--- src/rtl/fetch_stage.sv ---
// fetch_stage: instruction-fetch stage and writer side of the 35-bit IF/ID register.
// Holds the PC, requests instructions from memory, builds the IF/ID packet
// {flags, instruction, pc+2} and handles stalls, branch redirects, memory
// wait states and HALT.
// Optional feature macro: FETCH_PERF_EN adds saturating fetch/bubble counters.

module fetch_stage #(
    parameter logic [15:0] RESET_PC  = 16'h0000,
    parameter logic [15:0] NOP_INSTR = 16'h0000,
    parameter logic [3:0]  HALT_OP   = 4'hF
) (
    input  logic        clk,
    input  logic        rst,
    input  logic        stall,
    input  logic        branch_taken,
    input  logic [15:0] branch_target,
    input  logic [2:0]  flags,
    output logic [15:0] imem_addr,
    output logic        imem_req,
    input  logic [15:0] imem_data,
    input  logic        imem_valid,
    output logic [34:0] ifid_d,
    output logic        ifid_wen,
    output logic        halted
`ifdef FETCH_PERF_EN
    ,
    output logic [15:0] fetch_count,
    output logic [15:0] bubble_count
`endif
);

    typedef enum logic [1:0] {
        FETCH = 2'd0,
        WAIT  = 2'd1,
        HALT  = 2'd2
    } state_t;

    state_t      state;
    state_t      state_next;
    logic [15:0] pc;
    logic [15:0] pc_next;
    logic [15:0] pc_plus2;
    logic        hold_valid;
    logic        hold_valid_next;
    logic [15:0] hold_instr;
    logic [15:0] hold_instr_next;
    logic        issue_real;
    logic [15:0] issue_instr;

    assign pc_plus2  = pc + 16'd2;
    assign imem_addr = pc;

    // Next-state and output decode: reset, then redirect, then stall, then normal fetch
    always_comb begin
        state_next      = state;
        pc_next         = pc;
        hold_valid_next = hold_valid;
        hold_instr_next = hold_instr;
        imem_req        = 1'b0;
        ifid_wen        = 1'b1;
        halted          = (state == HALT);
        issue_real      = 1'b0;
        issue_instr     = NOP_INSTR;
        ifid_d          = {flags, NOP_INSTR, pc_plus2};

        if (rst) begin
            halted = 1'b0;
            ifid_d = {3'b000, NOP_INSTR, 16'h0000};
        end else if (branch_taken) begin
            pc_next         = branch_target;
            hold_valid_next = 1'b0;
            state_next      = FETCH;
        end else if (stall) begin
            ifid_wen = 1'b0;
            if (state != HALT) begin
                imem_req = !hold_valid;
                if (!hold_valid && imem_valid) begin
                    hold_instr_next = imem_data;
                    hold_valid_next = 1'b1;
                end
            end
        end else if (state != HALT) begin
            if (hold_valid) begin
                issue_real      = 1'b1;
                issue_instr     = hold_instr;
                hold_valid_next = 1'b0;
            end else begin
                imem_req = 1'b1;
                if (imem_valid) begin
                    issue_real  = 1'b1;
                    issue_instr = imem_data;
                end else begin
                    state_next = WAIT;
                end
            end
            if (issue_real) begin
                ifid_d = {flags, issue_instr, pc_plus2};
                if (issue_instr[15:12] == HALT_OP) begin
                    state_next = HALT;
                end else begin
                    pc_next    = pc_plus2;
                    state_next = FETCH;
                end
            end
        end
    end

    // State, PC and holding-buffer registers with synchronous reset
    always_ff @(posedge clk) begin
        if (rst) begin
            state      <= FETCH;
            pc         <= RESET_PC;
            hold_valid <= 1'b0;
            hold_instr <= NOP_INSTR;
        end else begin
            state      <= state_next;
            pc         <= pc_next;
            hold_valid <= hold_valid_next;
            hold_instr <= hold_instr_next;
        end
    end

`ifdef FETCH_PERF_EN
    // Saturating counters of real instructions and bubbles written into IF/ID
    always_ff @(posedge clk) begin
        if (rst) begin
            fetch_count  <= 16'h0000;
            bubble_count <= 16'h0000;
        end else if (ifid_wen) begin
            if (issue_real) begin
                if (fetch_count != 16'hFFFF) begin
                    fetch_count <= fetch_count + 16'd1;
                end
            end else if (bubble_count != 16'hFFFF) begin
                bubble_count <= bubble_count + 16'd1;
            end
        end
    end
`endif

endmodule

--- config.mk ---
export PLATFORM = sky130hd
export DESIGN_NAME = fetch_stage
export DESIGN_NICKNAME = d
export VERILOG_FILES = /design/src/rtl/fetch_stage.sv
export SDC_FILE = /design/constraint.sdc
export NUM_CORES = 1
export LEC_CHECK = 0
export BUFFER_PORTS_ARGS = -buffer_cell sky130_fd_sc_hd__buf_2
export CORE_AREA = 2 2 76 85
export DETAILED_ROUTE_END_ITERATION = 6
export DIE_AREA = 0 0 78 87
export PLACE_DENSITY = 0.77
export SYNTH_ARGS = -nofsm -noshare
export SYNTH_HDL_FRONTEND = slang
export SYNTH_SLANG_ARGS = --single-unit
--- constraint.sdc ---
create_clock -name clk -period 4.3 [get_ports clk]
set_clock_uncertainty 0.05 [all_clocks]
set_input_delay 0.43 -clock clk [delete_from_list [all_inputs] [get_ports clk]]
set_output_delay 0.43 -clock clk [all_outputs]
set_load 0.02 [all_outputs]
==> impl_results.md, run 1 <==
* Count of cell types in the netlist at 42
* Status: completed
* Pin count of the biggest net entering global routing at 32
* Worst slew margin at 0.518
* Post-Syn Instances at 308
* Global-route wire length before repair at 10300 um
* Synth async-reset ratio at 0
* Mapped cell area at 2260 sq um
* Clk Latency, worst-skew pair at 0.28 ns
* Initial antenna violation count at 0
* Synth warnings at 0
* Lkg Pwr at 0.00121 uW
* Reg-to-reg startpoint: hold_valid$_SDFFE_PP0P_
* Cell at the root of the clock tree: clkbuf_8
* Post-synth EDFFs at 0
* Crit-path max FO at 7
* Initial Util at 0.376
* CTS Sinks at 35
* Vias in the first global route at 2180
* Startpoint Class: register
* Layout area overhead at 27.1%
* PD cells at 268 nW/um^2
* CORE AREA at 6010 sq um
* Switching share of total power at 0.310
* TritonRoute pass-1 iters at 4
* Placed cell count at 464
* DRT Wirelength at 6290 um
* Syn nets at 349
* Tcrit/Tclk final at 0.598
* Most frequent cells in the layout: 93 x buf_2, 78 x nor2_1, 35 x dfxtp_1, 22 x nand2_1, 20 x a21oi_1
* Final nets at 432
* Port bufs at 93
* # Post-CTS Setup Buffers at 0
* Starting DRT DRC Count at 175
* Worst VDD drop at 0.120 mV
* Total CTS buffers at 5
* TritonCTS clock tree: yes
* Post-CTS sizing at 0
* Most used DFF post-synth: dfxtp_1
* Drt wl/cell at 13.4 um
* Die Wd at 78 um
* Worst Path Arrival at 2.09 ns
* Fillcell total at 608
* Reg clk slew, reported paths at 0.07 ns
* Via density at 5.34
* Sequential Power Share at 0.472
* Hold worst-path end: imem_addr[0]$_SDFFE_PP0P_
* Worst setup EP type: output port
* Switching power of the nets at 239 uW
* Worst Max-Slew Pin Slew at 0.722 ns
* Max-cap violations at 0
* Hold Buf Count CTS at 0
* Die Ht at 87 um
* GRT Total Usage at 0.184
* Share of cells above drive strength 1 at 0.292
* Inserted Diodes at 0
* CTS H-Tree Depth at 2
* Final-report setup violation count at 0
* Syn avg cell area at 7.34 sq um
* Hold Crit Start: branch_target[0]
* Post-layout minimum cycle time at 2.57 ns
* Total number of vias at 2517
* Most common cell after layout, fill and taps aside: buf_2
* Hold Path Cell Cnt at 3
* R2R Setup Slk at 1.81 ns
* Post-DP HPWL at 4420 um
* Min-delay worst type: input port to register
* DRT antenna net count at 0
* Clock Path Buffers at 2
* Boundary pin count at 94
* DRC viols at 0
* Routability cong. at 0.888
* Combinational share of power at 0.218
* Placed Area at 2790 sq um
* Total negative slack at 0 ns
* Worst R2R Path Depth at 6
* Clock share of power at 0.310
* Final-report hold violation count at 0
* Achievable frequency at 0.389 GHz
* RSZ-0062 raised after global routing: false
* Grt total ovfl at 0
* Design area at 2870 sq um
* Crit path required time at 3.82 ns
* Final Max Slew Viols at 0
* FP Rows at 30
* Die area at 6790 sq um
* Fin cells at 471
* Seq/Total Area, Yosys at 0.310
* Number of synthesized register bits at 35
* R2R Path End: imem_addr[11]$_SDFFE_PP0P_
* Setup CP Type: register to output port
* Pint at 532 uW
* Fin util at 0.479
-- worst max path at each step --
stage                              start                    endpoint  slack (ns)  cells past startpoint
3_3_place_gp     hold_valid$_SDFFE_PP0P_  imem_addr[13]$_SDFFE_PP0P_        1.95                      6
3_5_place_dp     hold_valid$_SDFFE_PP0P_  imem_addr[11]$_SDFFE_PP0P_        1.81                      6
4_1_cts        imem_addr[1]$_SDFFE_PP0P_                  ifid_d[13]        1.73                      6
5_1_grt        imem_addr[1]$_SDFFE_PP0P_                  ifid_d[15]        1.42                      6
2_1_floorplan  imem_addr[1]$_SDFFE_PP0P_                  ifid_d[13]        1.97                      5
6_report       imem_addr[1]$_SDFFE_PP0P_                  ifid_d[15]        1.73                      6
-- registers in the layout (all words and copies together), names as in the netlist --
name / count
hold_instr: 16
hold_valid: 1
imem_addr: 16
state: 2
-- cells by family after synthesis --
| logic type | count (synthesis) | synth area share |
|---|---|---|
| mux | 17 | 0.0753 |
| buf+inv | 29 | 0.0515 |
| fa+ha+maj | 1 | 0.00553 |
| xor+xnor | 13 | 0.0504 |
| compound gates | 54 | 0.160 |
| simple gates | 159 | 0.347 |
| flops | 35 | 0.310 |
-- final cells by class --
type                    instances  area (sq um)  share of cell area
well taps                      80           100              0.0348
repair buffers                 99           510               0.178
clock buffers                   6          82.6              0.0287
multi-input cells             244          1450               0.505
inverters                       6          22.5             0.00784
flip-flops and latches         35           701               0.244
clock inverters                 1          5.00             0.00174
-- per-stage QoR --
| stage | setup slack, ns | hold WS [ns] | total power, uW |
|---|---|---|---|
| 4_1_cts | 1.73 | 0.343 | 777 |
| 3_5_place_dp | 1.81 | 0.431 | 538 |
| 6_report | 1.73 | 0.343 | 771 |
| 3_3_place_gp | 1.95 | 0.424 | 534 |
| 2_1_floorplan | 1.97 | 0.411 | 474 |
| 5_1_grt | 1.42 | 0.349 | 814 |
-- critical path, stage by stage, from the launching register on --
cell and delay (ns):
dfxtp_1 0.43, ha_1 0.30, nand3_2 0.15, nor4_1 0.52, xnor2_1 0.19, nor2_1 0.05, buf_2 0.16
-- synth_stat cells, types with 2 or more instances --
library cell,number,area share
clkbuf_1,13,0.022
nand3b_1,4,0.013
o31ai_1,9,0.030
dfxtp_1,35,0.31
nand2_1,22,0.037
o21ai_0,4,0.0089
a311oi_1,12,0.046
nor2b_1,6,0.017
o41ai_1,2,0.0077
nand2b_1,2,0.0055
nand4b_1,4,0.015
a31oi_1,2,0.0055
buf_2,3,0.0066
nor2_1,78,0.13
nand3_1,5,0.011
nand3_2,3,0.013
a22oi_1,2,0.0066
xor2_1,6,0.023
xnor2_1,7,0.027
nor4_1,5,0.014
mux2i_1,17,0.075
nand4_1,6,0.017
inv_1,5,0.0083
buf_1,6,0.010
or3_1,4,0.011
nor3_1,6,0.013
a21oi_1,20,0.044
or4_1,6,0.020
-- per-layer routing --
layer | routed length (um) | vias up | share of wire | global-route usage
li1 | - | 1263 | - | -
met1 | 2790 | 1155 | 0.44 | 0.244
met2 | 3030 | 93 | 0.48 | 0.304
met3 | 416 | 6 | 0.066 | 0.0405
met4 | 55 | 0 | 0.0087 | 0.0447
met5 | 0 | - | 0 | 0
-- power by group through the flow --
stage	logic [uW]	clock network, uW	registers, uW
final	168	239	364
after global routing	186	262	366
after CTS	168	246	363
after detailed placement	168	0	370
after global placement	165	0	369
after floorplan	97.0	0	377
No activity file was read; power rests on OpenSTA's default activity.
==> run 2, diff against run 1 <==
PLACE_DENSITY = 0.8   (was 0.77)
clock period = 2.1 ns   (was 4.3 ns; I/O delays follow)
==> run 2 against run 1 <==
Clock power increased to 2.7 times the previous value. Critical path type unchanged. Combinational power increased by 130%. Largest cell class unchanged. Worst setup slack got worse by 1.7 ns. Highest routed layer unchanged.
==> impl_results.md, run 2 (synthesized netlist as in run 1, its figures left out) <==
* Critical path, cell by cell: ha_4 > nand3_4 > or4_4 > xor2_1 > nor2_1 > buf_4
* Initial Util at 0.376 (unchanged)
* Largest stage delay, worst path at 0.51 ns (about the same)
* Final-report hold violation count at 0 (unchanged)
* Worst R2R Path Depth at 5 (-1)
* Hold Crit Start: branch_target[0]
* Top sig layer: met4
* Global-route wire length before repair at 10900 um (+6.0%)
* Worst setup EP type: output port
* Die Wd at 78 um (unchanged)
* Met1 Wirelength at 3040 um (+9.0%)
* Most frequent cells in the layout: 90 x buf_2, 78 x nor2_1, 27 x dfxtp_1, 25 x buf_4, 22 x nand2_1
* Highest-delay cell along the critical path: or4_4
* Reg-to-reg startpoint: imem_addr[2]$_SDFFE_PP0P_
* DRT Wirelength at 6730 um (+7.0%)
* Routability cong. at 0.852 (-4.1%)
* DR WL met3 at 409 um (-1.7%)
* DRC viols at 0 (unchanged)
* Worst Max-Slew Pin Slew at 0.428 ns (-0.294 ns)
* Hold Path Cell Cnt at 3 (unchanged)
* Layout area overhead at 39.2%
* Crit-path max FO at 5 (-2)
* Worst slew margin at 0.714 (+0.196)
* Worst Path Arrival at 1.83 ns (-0.26 ns)
* FP Rows at 30 (unchanged)
* Tcrit/Tclk final at 0.997
* Final Max Slew Viols at 0 (unchanged)
* Total CTS buffers at 5 (unchanged)
* Lkg Pwr at 0.00135 uW (+11%)
* Combinational share of power at 0.222 (+0.004)
* Starting DRT DRC Count at 124 (-29%)
* Startpoint Class: register
* Switching power of the nets at 527 uW (+120%)
* Min-delay worst type: input port to register
* Area occupied by multi-input gates at 1510 sq um (+3.7%)
* Total number of vias at 2635 (+4.7%)
* Final nets at 451 (+4.4%)
* CTS H-Tree Depth at 2 (unchanged)
* Drt wl/cell at 13.7 um (+2.6%)
* DRT antenna net count at 0 (unchanged)
* TritonRoute pass-1 iters at 4 (unchanged)
* Pint at 1250 uW (+130%)
* Via density at 5.37 (+0.42%)
* Final-report setup violation count at 0 (unchanged)
* Hold Slack at 0.117 ns (-0.227 ns)
* Initial antenna violation count at 0 (unchanged)
* Setup CP Type: register to output port
* Clock Path Buffers at 2 (unchanged)
* Placed Area at 2940 sq um (+5.5%)
* Cell at the root of the clock tree: clkbuf_8
* Achievable frequency at 0.477 GHz
* Inserted Diodes at 0 (unchanged)
* Boundary pin count at 94 (unchanged)
* Design area at 3150 sq um (+9.5%)
* Max-cap violations at 0 (unchanged)
* CTS Sinks at 35 (unchanged)
* RSZ-0062 raised after global routing: true
* Worst VDD drop at 0.245 mV (+100%)
* Vias in the first global route at 2334 (+7.1%)
* Share of cells above drive strength 1 at 0.355 (+0.0637)
* Die Ht at 87 um (unchanged)
* Reg clk slew, reported paths at 0.07 ns (about the same)
* Grt total ovfl at 0 (unchanged)
* R2R Path End: imem_addr[13]$_SDFFE_PP0P_
* Most common cell after layout, fill and taps aside: buf_2
* Placed cell count at 479 (+3.2%)
* Hold worst-path end: imem_addr[0]$_SDFFE_PP0P_
* Fin cells at 491 (+4.2%)
* Clk Latency, worst-skew pair at 0.30 ns (+0.02 ns)
* Status: completed
* Fillcell total at 587 (-3.5%)
* FF+latch area at 711 sq um (+1.4%)
* GRT Total Usage at 0.197 (+0.0131)
* WL met2 at 3210 um (+5.9%)
* Post-layout minimum cycle time at 2.09 ns
* R2R Setup Slk at 0.08 ns (-1.73 ns)
* Switching share of total power at 0.297 (-0.0130)
* Fin util at 0.524 (+0.0454)
* Clock share of power at 0.363 (+0.053)
* Die area at 6790 sq um (unchanged)
* CORE AREA at 6010 sq um (unchanged)
* PD cells at 564 nW/um^2 (+110%)
* Pin count of the biggest net entering global routing at 29 (-9.4%)
* Crit path required time at 1.84 ns (-1.98 ns)
* Port bufs at 93 (unchanged)
* Sequential Power Share at 0.416 (-0.056)
* Post-DP HPWL at 4800 um (+8.8%)
* TritonCTS clock tree: yes
[run 2: cell types whose count changed in the layout (fill, tap and decap cells not counted), moves of 2 or more]
cell / before / now
buf_12: 0 / 2
buf_2: 93 / 90
nand3_2: 3 / 1
nor4_1: 5 / 3
nand3_4: 0 / 2
dfxtp_1: 35 / 27
dfxtp_2: 0 / 8
buf_4: 6 / 25
[run 2: stage by stage]
| step | TNS, ns | setup slack, ns | power (uW) |
|---|---|---|---|
| 4_1_cts | 0 | 0.00435 | 1770 |
| 3_5_place_dp | 0 | 0.0259 | 1140 |
| 2_1_floorplan | 0 | 0.00972 | 975 |
| 3_3_place_gp | 0 | 0.0816 | 1130 |
| 5_1_grt | -0.0821 | -0.0497 | 1850 |
| 6_report | 0 | 0.00574 | 1770 |
[run 2: power groups by stage]
| stage | Sequential [uW] | Combinational, uW | Clock [uW] |
|---|---|---|---|
| final | 737 | 394 | 643 |
| after global routing | 742 | 432 | 680 |
| after CTS | 733 | 391 | 649 |
| after detailed placement | 747 | 388 | 0 |
| after global placement | 745 | 382 | 0 |
| after floorplan | 775 | 200 | 0 |
[run 2: worst max-delay path by stage]
stage | start | endpoint | slack, ns | cells after the start
2_1_floorplan | imem_addr[1]$_SDFFE_PP0P_ | imem_addr[13]$_SDFFE_PP0P_ | 0.01 | 5
3_3_place_gp | imem_addr[1]$_SDFFE_PP0P_ | imem_addr[13]$_SDFFE_PP0P_ | 0.08 | 5
3_5_place_dp | imem_addr[1]$_SDFFE_PP0P_ | imem_addr[13]$_SDFFE_PP0P_ | 0.03 | 5
4_1_cts | imem_addr[1]$_SDFFE_PP0P_ | ifid_d[13] | 0.004 | 6
5_1_grt | imem_addr[2]$_SDFFE_PP0P_ | ifid_d[13] | -0.05 | 6
6_report | imem_addr[2]$_SDFFE_PP0P_ | ifid_d[13] | 0.006 | 6
[run 2: repair_timing]
item,in CTS,in global routing
hold buffers,0,0
pin swaps,2,6
gates cloned,0,0
resized for setup,4,12
setup endpoints to repair,3,11
setup buffers,0,4
endpoints found under the hold margin,0,0
[run 2: area by class of cell]
cell class	instances	share of cell area
clock inverter	2	0.0111
inverter	6	0.00716
sequential	35	0.226
multi-input combinational	244	0.479
timing repair buffer	118	0.219
tap	80	0.0318
clock buffer	6	0.0262
[run 2: layer usage]
metal  GRT usage  vias to the layer above
met3      0.0405                        9
met2       0.318                       88
li1            -                     1295
met4      0.0606                        0
met1       0.264                     1243
met5           0                        -
[run 2: critical path: cells and delay by family (launching register included)]
family / cells / cell delay [ns]
flip-flops: 1 / 0.35
XOR/XNOR: 1 / 0.16
AND/OR/NAND/NOR: 3 / 0.73
buffers and inverters: 1 / 0.16
adder cells (fa/ha/maj): 1 / 0.15
==> run 3, diff against run 2 <==
BUFFER_PORTS_ARGS = unset   (was -buffer_cell sky130_fd_sc_hd__buf_2)
CTS_CLUSTER_SIZE = 20   (was unset)
DONT_BUFFER_PORTS = 1   (was unset)
PLACE_DENSITY = 0.65   (was 0.8)
==> run 3 against run 2 <==
Wire length fell by 0.79%. Largest power group unchanged. Critical path type unchanged. Sequential share of layout area rose by 2.1 points. Global-route usage fell by 0.91 points. Clock power fell by 3.7%. Fmax rose by 0.53%.
==> impl_results.md, run 3 (synthesized netlist as in run 1, its figures left out) <==
* DRT antenna net count at 0 (unchanged)
* DRC viols at 0 (unchanged)
* PD cells at 591 nW/um^2 (+4.8%)
* Max-cap violations at 0 (unchanged)
* Highest-delay cell along the critical path: or4_4
* Cell at the root of the clock tree: clkbuf_8
* Worst slew margin at 0.700 (-0.0137)
* RSZ-0062 raised after global routing: true
* FP Rows at 30 (unchanged)
* Sequential Power Share at 0.433 (+0.017)
* Switching power of the nets at 494 uW (-6.2%)
* Layout area overhead at 25.8%
* Post-DP HPWL at 4430 um (-7.8%)
* Port bufs at 0 (-100%)
* Largest stage delay, worst path at 0.51 ns (about the same)
* Worst Path Arrival at 1.82 ns (about the same)
* GRT Total Usage at 0.188 (-0.00906)
* Setup ws final at 0.0167 ns (+0.0110 ns)
* Share of cells above drive strength 1 at 0.212 (-0.143)
* CTS Sinks at 35 (unchanged)
* Worst setup path end: ifid_d[13]
* Min-delay worst type: input port to register
* Global-route wire length before repair at 10200 um (-6.2%)
* R2R Path End: imem_addr[13]$_SDFFE_PP0P_
* Startpoint Class: register
* Grt total ovfl at 0 (unchanged)
* Status: completed
* CTS H-Tree Depth at 2 (unchanged)
* Design area at 2850 sq um (-9.6%)
* Critical path, cell by cell: ha_4 > nand3_4 > or4_4 > xor2_1 > nor2_1 > buf_4
* Starting DRT DRC Count at 108 (-13%)
* Final-report hold violation count at 0 (unchanged)
* Worst R2R Path Depth at 5 (unchanged)
* Reg clk slew, reported paths at 0.08 ns (about the same)
* Boundary pin count at 94 (unchanged)
* Routability cong. at 0.803 (-5.7%)
* Hold Slack at 0.0179 ns (-0.0987 ns)
* Achievable frequency at 0.480 GHz (+0.53%)
* R2R Setup Slk at 0.09 ns (about the same)
* Die area at 6790 sq um (unchanged)
* Clock Path Buffers at 2 (unchanged)
* Total negative slack at 0 ns (unchanged)
* Total number of vias at 2381 (-9.6%)
* Crit path required time at 1.84 ns (about the same)
* Via density at 5.68 (+5.9%)
* Lkg Pwr at 0.00101 uW (-25%)
* Setup crit start: imem_addr[1]$_SDFFE_PP0P_
* Delay-heaviest family, CP: simple AND/OR/NAND/NOR gates
* Placed Area at 2610 sq um (-11%)
* CORE AREA at 6010 sq um (unchanged)
* Worst VDD drop at 0.316 mV (+29%)
* Final-report setup violation count at 0 (unchanged)
* Switching share of total power at 0.294 (-0.00299)
* Worst Max-Slew Pin Slew at 0.449 ns (+0.0206 ns)
* TritonRoute pass-1 iters at 4 (unchanged)
* Final Max Slew Viols at 0 (unchanged)
* Tcrit/Tclk final at 0.992 (-0.00522)
* Initial antenna violation count at 0 (unchanged)
* Total CTS buffers at 5 (unchanged)
* Drt wl/cell at 15.9 um (+16%)
* Placed cell count at 404 (-16%)
* Most frequent cells in the layout: 76 x nor2_1, 40 x buf_4, 33 x dfxtp_1, 22 x nand2_1, 20 x a21oi_1
* Setup CP Type: register to output port
* Pin count of the biggest net entering global routing at 31 (+6.9%)
* Most common cell after layout, fill and taps aside: nor2_1
* Clk Latency, worst-skew pair at 0.29 ns (about the same)
* TritonCTS clock tree: yes
* Vias in the first global route at 2107 (-9.7%)
* Crit-path max FO at 5 (unchanged)
* Die Wd at 78 um (unchanged)
* Fin cells at 419 (-15%)
* Worst path depth at 6 (unchanged)
* Clock share of power at 0.368 (+0.005)
* DRT Wirelength at 6680 um (-0.79%)
* Setup Slack @ Placement at 0.0457 ns (+0.0198 ns)
* Inserted Diodes at 0 (unchanged)
* Final nets at 379 (-16%)
* Bufs and invs on worst path at 1 (unchanged)
* Die Ht at 87 um (unchanged)
* Reg-to-reg startpoint: state[1]$_SDFFE_PP0P_
* Post-layout minimum cycle time at 2.08 ns (-0.0110 ns)
* Combinational share of power at 0.198 (-0.024)
* Initial Util at 0.376 (unchanged)
* Worst setup EP type: output port
* Pint at 1190 uW (-4.8%)
## run 3: cell count changes in the layout (fill, tap and decap cells not counted), sizes merged
cell,change
buf,-74
clkinv,+1
clkbuf,-1
dlygate4sd3,+2
## run 3: through the flow
| step | power (uW) | util |
|---|---|---|
| final | 1680 | 0.474 |
| after global routing | 1770 | 0.474 |
| after CTS | 1680 | 0.458 |
| after detailed placement | 1050 | 0.434 |
| after global placement | 1050 | 0.434 |
| after floorplan | 975 | - |
## run 3: power groups by stage
stage / Combinational, uW / Clock (uW) / Sequential (uW)
2_1_floorplan: 200 / 0 / 775
3_3_place_gp: 305 / 0 / 741
3_5_place_dp: 308 / 0 / 742
4_1_cts: 324 / 633 / 727
5_1_grt: 364 / 670 / 733
6_report: 334 / 619 / 728
## run 3: worst register-to-register path, stage by stage (launching register included)
cell,delay [ns]
dfxtp_1,0.33
nor2b_1,0.20
or3_4,0.39
buf_12,0.16
or4_4,0.51
a311oi_2,0.28
## run 3: worst min path at each step
stage                       start                          end  slack (ns)  cells after the start
floorplan           imem_data[10]  hold_instr[10]$_SDFFE_PP0P_        0.31                      2
global placement              rst    imem_addr[2]$_SDFFE_PP0P_        0.23                      1
detailed placement            rst    imem_addr[1]$_SDFFE_PP0P_        0.24                      1
CTS                  branch_taken    imem_addr[3]$_SDFFE_PP0P_       0.001                      1
global route         imem_data[2]   hold_instr[2]$_SDFFE_PP0P_       0.009                      2
finish              imem_data[13]  hold_instr[13]$_SDFFE_PP0P_        0.02                      2
## run 3: layer usage
metal / vias to the layer above / wire length [um] / track usage
li1: 1156 / - / -
met4: 0 / 80 / 0.0670
met1: 1139 / 2930 / 0.226
met3: 6 / 370 / 0.0529
met2: 80 / 3300 / 0.321
met5: - / 0 / 0
## run 3: cell type report
cell class,instances,area [sq um]
sequential,35,703
clock buffer,5,68.8
clock inverter,3,43.8
inverter,6,22.5
fill,613,3160
multi-input combinational,244,1520
timing repair buffer,46,392
tap,80,100
## run 3: repair_timing
action	in CTS	in global routing
setup buffers	0	4
pin swaps	0	3
cloned	0	0
resized for setup	0	11
setup endpoints to repair	2	10
endpoints found under the hold margin	30	1
hold buffers	2	1
